--- config.mk ---
export PLATFORM = sky130hd
export DESIGN_NAME = hit_collect_fifo_flat
export DESIGN_NICKNAME = d
export VERILOG_FILES = /design/src/rtl/hit_collect_fifo_if.sv /design/src/rtl/hit_collect_fifo.sv /design/src/flat_wrapper.sv
export SDC_FILE = /design/constraint.sdc
export NUM_CORES = 1
export LEC_CHECK = 0
export CORE_ASPECT_RATIO = 1.25
export CORE_UTILIZATION = 45
export DETAILED_ROUTE_END_ITERATION = 10
export SYNTH_ARGS = -nofsm -noshare
export SYNTH_HDL_FRONTEND = slang
export SYNTH_SLANG_ARGS = --single-unit
--- constraint.sdc ---
create_clock -name clk -period 22.4 [get_ports clk]
set_input_delay 4.48 -clock clk [delete_from_list [all_inputs] [get_ports clk]]
set_output_delay 4.48 -clock clk [all_outputs]
set_load 0.02 [all_outputs]
--- src/rtl/hit_collect_fifo_if.sv ---
// Bundle of the hit inputs and the bit-serial host port of hit_collect_fifo.
// The master modport is the hit sources plus the host; the slave modport is the FIFO.
interface hit_collect_fifo_if #(
  parameter int NUM_CH = 4,
  parameter int WIDTH  = 100,
  parameter int DEPTH  = 8
);
  localparam int LW = $clog2(DEPTH + 2);

  logic [NUM_CH-1:0]       hit_valid;
  logic [NUM_CH*WIDTH-1:0] hit_data;
  logic                    fifo_req;
  logic                    fifo_oflow_clr;
  logic                    fifo_bit;
  logic                    fifo_empty;
  logic                    fifo_oflow;
  logic [LW-1:0]           fifo_level;

  modport master (
    output hit_valid, hit_data, fifo_req, fifo_oflow_clr,
    input  fifo_bit, fifo_empty, fifo_oflow, fifo_level
  );

  modport slave (
    input  hit_valid, hit_data, fifo_req, fifo_oflow_clr,
    output fifo_bit, fifo_empty, fifo_oflow, fifo_level
  );
endinterface

--- src/rtl/hit_collect_fifo.sv ---
// Multi-channel hit collector: per-channel pending slots, round-robin drain into a
// DEPTH-entry RAM, and a head shift register read out MSB first, one bit per request.
module hit_collect_fifo #(
  parameter int NUM_CH = 4,
  parameter int WIDTH  = 100,
  parameter int DEPTH  = 8,
  parameter int CHW    = $clog2(NUM_CH),
  parameter int EW     = CHW + WIDTH
) (
  input logic               clk,
  input logic               rst_n,
  hit_collect_fifo_if.slave bus
);
  localparam int AW = $clog2(DEPTH);
  localparam int LW = $clog2(DEPTH + 2);
  localparam int BW = $clog2(EW);

  logic [NUM_CH-1:0] pend_v;
  logic [WIDTH-1:0]  pend_d [NUM_CH];
  logic [EW-1:0]     ram [DEPTH];
  logic [AW:0]       wr_ptr, rd_ptr, occ;
  logic              ram_full, ram_empty;
  logic [CHW-1:0]    rr_ptr, gnt_ch;
  logic              gnt_vld;
  logic [CHW:0]      srch;
  logic [NUM_CH-1:0] drain, drop;
  logic [EW-1:0]     head;
  logic              head_v, head_ld;
  logic [BW-1:0]     bit_cnt;
  logic              oflow;

  assign occ       = wr_ptr - rd_ptr;
  assign ram_empty = (wr_ptr == rd_ptr);
  assign ram_full  = (wr_ptr[AW] != rd_ptr[AW]) && (wr_ptr[AW-1:0] == rd_ptr[AW-1:0]);
  assign head_ld   = !head_v && !ram_empty;

  // Round-robin search starting at rr_ptr; nothing is granted while the RAM is full.
  always_comb begin
    gnt_vld = 1'b0;
    gnt_ch  = '0;
    srch    = '0;
    for (int i = 0; i < NUM_CH; i++) begin
      srch = {1'b0, rr_ptr} + (CHW+1)'(i);
      if (srch >= (CHW+1)'(NUM_CH))
        srch = srch - (CHW+1)'(NUM_CH);
      if (!gnt_vld && !ram_full && pend_v[srch[CHW-1:0]]) begin
        gnt_vld = 1'b1;
        gnt_ch  = srch[CHW-1:0];
      end
    end
  end

  always_comb begin
    drain = '0;
    if (gnt_vld)
      drain[gnt_ch] = 1'b1;
  end

  // A slot being drained this cycle can take a new hit without a drop.
  assign drop = bus.hit_valid & pend_v & ~drain;

  always_ff @(posedge clk or negedge rst_n) begin
    if (!rst_n)
      pend_v <= '0;
    else
      pend_v <= (pend_v & ~drain) | bus.hit_valid;
  end

  always_ff @(posedge clk) begin
    for (int c = 0; c < NUM_CH; c++) begin
      if (bus.hit_valid[c] && (!pend_v[c] || drain[c]))
        pend_d[c] <= bus.hit_data[c*WIDTH +: WIDTH];
    end
  end

  always_ff @(posedge clk) begin
    if (gnt_vld)
      ram[wr_ptr[AW-1:0]] <= {gnt_ch, pend_d[gnt_ch]};
  end

  always_ff @(posedge clk or negedge rst_n) begin
    if (!rst_n) begin
      wr_ptr  <= '0;
      rd_ptr  <= '0;
      rr_ptr  <= '0;
      oflow   <= 1'b0;
      head    <= '0;
      head_v  <= 1'b0;
      bit_cnt <= '0;
    end else begin
      if (gnt_vld) begin
        wr_ptr <= wr_ptr + 1'b1;
        rr_ptr <= (gnt_ch == CHW'(NUM_CH - 1)) ? '0 : gnt_ch + 1'b1;
      end
      if (|drop)
        oflow <= 1'b1;
      else if (bus.fifo_oflow_clr)
        oflow <= 1'b0;
      // The final pop shifts too, so an idle head always presents fifo_bit = 0.
      if (head_ld) begin
        head   <= ram[rd_ptr[AW-1:0]];
        head_v <= 1'b1;
        rd_ptr <= rd_ptr + 1'b1;
      end else if (head_v && bus.fifo_req) begin
        head <= {head[EW-2:0], 1'b0};
        if (bit_cnt == BW'(EW - 1)) begin
          head_v  <= 1'b0;
          bit_cnt <= '0;
        end else begin
          bit_cnt <= bit_cnt + 1'b1;
        end
      end
    end
  end

  assign bus.fifo_bit   = head[EW-1];
  assign bus.fifo_empty = !head_v;
  assign bus.fifo_oflow = oflow;
  assign bus.fifo_level = LW'(occ) + LW'(head_v);
endmodule

--- src/flat_wrapper.sv ---
// flat-port wrapper written by rule: the top's interface ports become plain ports
module hit_collect_fifo_flat 
#(
  parameter int NUM_CH = 4,
  parameter int WIDTH  = 100,
  parameter int DEPTH  = 8,
  parameter int CHW    = $clog2(NUM_CH),
  parameter int EW     = CHW + WIDTH
)
  (clk, rst_n, bus_hit_valid, bus_hit_data, bus_fifo_req, bus_fifo_oflow_clr, bus_fifo_bit, bus_fifo_empty, bus_fifo_oflow, bus_fifo_level);
  hit_collect_fifo_if #(.NUM_CH(NUM_CH), .WIDTH(WIDTH), .DEPTH(DEPTH)) bus_i ();
  input logic clk;
  input logic rst_n;
  input wire logic [$bits(bus_i.hit_valid)-1:0] bus_hit_valid;
  input wire logic [$bits(bus_i.hit_data)-1:0] bus_hit_data;
  input wire logic [$bits(bus_i.fifo_req)-1:0] bus_fifo_req;
  input wire logic [$bits(bus_i.fifo_oflow_clr)-1:0] bus_fifo_oflow_clr;
  output wire logic [$bits(bus_i.fifo_bit)-1:0] bus_fifo_bit;
  output wire logic [$bits(bus_i.fifo_empty)-1:0] bus_fifo_empty;
  output wire logic [$bits(bus_i.fifo_oflow)-1:0] bus_fifo_oflow;
  output wire logic [$bits(bus_i.fifo_level)-1:0] bus_fifo_level;
  assign bus_i.hit_valid = bus_hit_valid;
  assign bus_i.hit_data = bus_hit_data;
  assign bus_i.fifo_req = bus_fifo_req;
  assign bus_i.fifo_oflow_clr = bus_fifo_oflow_clr;
  assign bus_fifo_bit = bus_i.fifo_bit;
  assign bus_fifo_empty = bus_i.fifo_empty;
  assign bus_fifo_oflow = bus_i.fifo_oflow;
  assign bus_fifo_level = bus_i.fifo_level;
  hit_collect_fifo #(.NUM_CH(NUM_CH), .WIDTH(WIDTH), .DEPTH(DEPTH), .CHW(CHW), .EW(EW)) u_core (.clk(clk), .rst_n(rst_n), .bus(bus_i));
endmodule
==> impl_metrics.sql <==
INSERT INTO impl_metrics (metric_group, metric, value, unit) VALUES
('global_route', 'grt_first_pass_wirelength', '183', 'mm'),
('sta', 'fin_tns_setup', '0', 'ps'),
('setup_path', 'critPathLaunchType', 'register', ''),
('clock_network', 'post-cts-setup-buffers', '0', ''),
('setup_path', 'cp_num_buf_inv', '2', ''),
('routing', 'met2_length', '63.7', 'mm'),
('routing', 'post_drt_wl_per_cell', '24.5', 'um'),
('clock_network', 'clock-sinks', '1341', ''),
('min_path', 'holdPathEnd', 'u_core.head[0]', ''),
('sta', 'final_period_minus_worst_setup_slack', '8600', 'ps'),
('setup_path', 'worst_r2r_startpoint', 'u_core.rd_ptr[2]', ''),
('routing', 'totalWireLength', '122', 'mm'),
('synth', 'synth-seq-cells', '1341', ''),
('finish', 'fin_nets', '3804', ''),
('synth', 'synth_top_area_share', '70.7', '%'),
('sta', 'fmax', '0.116', 'GHz'),
('synth', 'synth.avg_cell_area', '17.4', 'um2'),
('min_path', 'worst_hold_startpoint', 'u_core.head[0]', ''),
('clock_network', 'cts_resized', '0', ''),
('global_route', 'global_route.usage.total', '21.2', '%'),
('synth', 'synth_nets', '3394', ''),
('clock_network', 'numCtsBuffers', '135', ''),
('min_path', 'holdCritPathClass', 'reg2reg', ''),
('clock_network', 'cts.hold.buffers_added', '0', ''),
('placed_design', 'place_congestion', '0.766', ''),
('setup_path', 'worst-path-max-fanout', '53', ''),
('setup_path', 'arrival', '4120', 'ps'),
('finish', 'final-instance-count-excl-fill', '4965', ''),
('sta', 'tightest_slew', '1240', 'ps'),
('sta', 'post-route-period-util', '38.4', '%'),
('sta', 'report.final.slew_viol_count', '0', ''),
('finish', 'fillerInstances', '8805', ''),
('setup_path', 'critical-path-top-cell-by-count', 'ha_1', ''),
('floorplan', 'floorplan.initialDensity', '45.5', '%'),
('clock_network', 'clk-insertion-delay-late', '770', 'ps'),
('setup_path', 'crit_path_cell_trace', 'inv_4 -> ha_1 -> ha_1 -> a21oi_1 -> xnor2_1 -> clkdlybuf4s50_1', ''),
('placed_design', 'buffer_ports.inserted', '414', ''),
('synth', 'biggest_area_contributors_in_the_synthesized_netlist', 'edfxtp_1 71%, mux4_2 8.9%, dfrtp_1 6.1%', ''),
('routing', 'drtAntennaViolNets', '0', ''),
('clock_network', 'clk_transition_reported_paths', '60', 'ps'),
('synth', 'netlist_instances', '2973', ''),
('setup_path', 'r2r_slack', '15940', 'ps'),
('synth', 'synth.yosys.seq_area_share', '76.8', '%'),
('setup_path', 'worstSetupEndpointType', 'output pin', ''),
('placed_design', 'hpwl', '66.6', 'mm'),
('synth', 'synthFlopType', 'edfxtp_1', ''),
('clock_network', 'count_of_h_tree_levels_built_during_cts', '4', ''),
('finish', 'area_delta_synth_final', '19.4', '%'),
('outcome', 'status', 'finished, final reports clean', ''),
('setup_path', 'cpLargestDelayFamily', 'buffers and inverters', ''),
('synth', 'number_of_distinct_standard_cells_referenced_by_the_synthesized_netlist', '48', ''),
('pwr', 'power-per-cell-area', '156', 'nW/um2'),
('floorplan', 'placement_rows', '138', ''),
('floorplan', 'die_y', '381', 'um'),
('job', 'cap_violations', '0', ''),
('finish', 'final_cell_mix', '1,216 x edfxtp_1, 724 x nand2_1, 413 x clkdlybuf4s50_1', ''),
('synth', 'synthDominantAreaCellType', 'edfxtp_1', ''),
('sta', 'final-setup-viol-count', '0', ''),
('setup_path', 'rr_endpoint', 'u_core.ram[4][75]', ''),
('sta', 'hold_viol_final', '0', ''),
('sta', 'finClkSkew', '31.1', 'ps'),
('floorplan', 'die_outline_area', '116000', 'um2'),
('sta', 'rel_slew_slack', '16.9', '%'),
('setup_path', 'ff2ff_path_depth', '10', ''),
('setup_path', 'worstSetupPathType', 'reg2out', ''),
('min_path', 'hold_depth', '2', ''),
('global_route', 'first_global_vias', '29800', ''),
('global_route', 'largest_net_degree_at_the_start_of_global_routing', '122', ''),
('synth', 'ys_warn_count', '0', ''),
('setup_path', 'slowest_stage', 'dfrtp_4', ''),
('routing', 'drt_first_iter_violations', '2326', '');
[cell usage after synthesis (all sizes together), types with 11 or more instances]
cell    count
a31oi     102
a21oi     107
dfrtp     125
ha         12
and3      102
xnor2      11
inv        16
nand2     726
clkbuf     66
buf       116
mux4      204
a32oi     100
edfxtp   1216
[state kept, by name, indices dropped and copies added, names as in the netlist]
signal	flops
u_core.bit_cnt	7
u_core.bus.fifo_oflow	1
u_core.head	102
u_core.head_v	1
u_core.pend_d	400
u_core.pend_v	4
u_core.ram	816
u_core.rd_ptr	4
u_core.rr_ptr	2
u_core.wr_ptr	4
[worst max path at each step]
| stage | end | cells after the start | slack (ps) |
|---|---|---|---|
| after floorplan | u_core.ram[2][0] | 10 | 12340 |
| after global placement | bus_fifo_level[3] | 6 | 14570 |
| after detailed placement | bus_fifo_level[3] | 6 | 14600 |
| after CTS | bus_fifo_level[3] | 6 | 13730 |
| after global routing | bus_fifo_level[3] | 6 | 13670 |
| final | bus_fifo_level[3] | 6 | 13800 |
[worst register-to-register path, cell delays in order, from the launching register on]
cell and delay, ps:
dfrtp_4 750, inv_4 710, ha_1 390, nand3_1 240, nand2b_1 310, nand3_4 390, inv_8 640, buf_4 970
buf_4 800, nand2_1 140, a32oi_1 760
[layout make-up]
cell class | instances | area [um2] | share of cell area [%]
Sequential cell | 1341 | 39700 | 64.4
Multi-Input combinational cell | 1434 | 11100 | 18.0
Timing Repair Buffer | 455 | 4470 | 7.25
Clock buffer | 190 | 3860 | 6.27
Tap cell | 1470 | 1840 | 2.99
Clock inverter | 57 | 611 | 0.991
Inverter | 16 | 80.1 | 0.130
Antenna cell | 2 | 5.00 | 0.00812
[through the flow]
stage | hold WS [ps] | instance area (um2) | setup WS, ps
global route | 536 | 61600 | 13670
finish | 514 | 61600 | 13800
global placement | 501 | 57100 | 14570
CTS | 515 | 61600 | 13730
floorplan | 469 | 51600 | 12340
detailed placement | 500 | 57100 | 14600
[metal layers]
layer / global-route usage (%) / up-vias
met3: 3.53 / 160
met5: 0 / -
met2: 37.4 / 912
met1: 26.8 / 14500
met4: 6.39 / 4
li1: - / 12300
[report_power, final]
| group | total (mW) | internal, mW | switching (mW) | leakage (nW) |
|---|---|---|---|---|
| clock network | 2.27 | 1.33 | 0.932 | 2.20 |
| registers | 4.74 | 4.51 | 0.229 | 12.8 |
| logic | 2.60 | 0.651 | 1.94 | 5.39 |
[kinds of logic after synthesis]
family          after synthesis  synth area share [%]
xor+xnor                     13                 0.235
simple gates                873                  7.06
flops                      1341                  76.8
compound gates              327                  4.71
fa+ha+maj                    13                 0.330
buf+inv                     198                  1.87
mux                         208                  8.99
No activity file was read; power rests on OpenSTA's default activity.
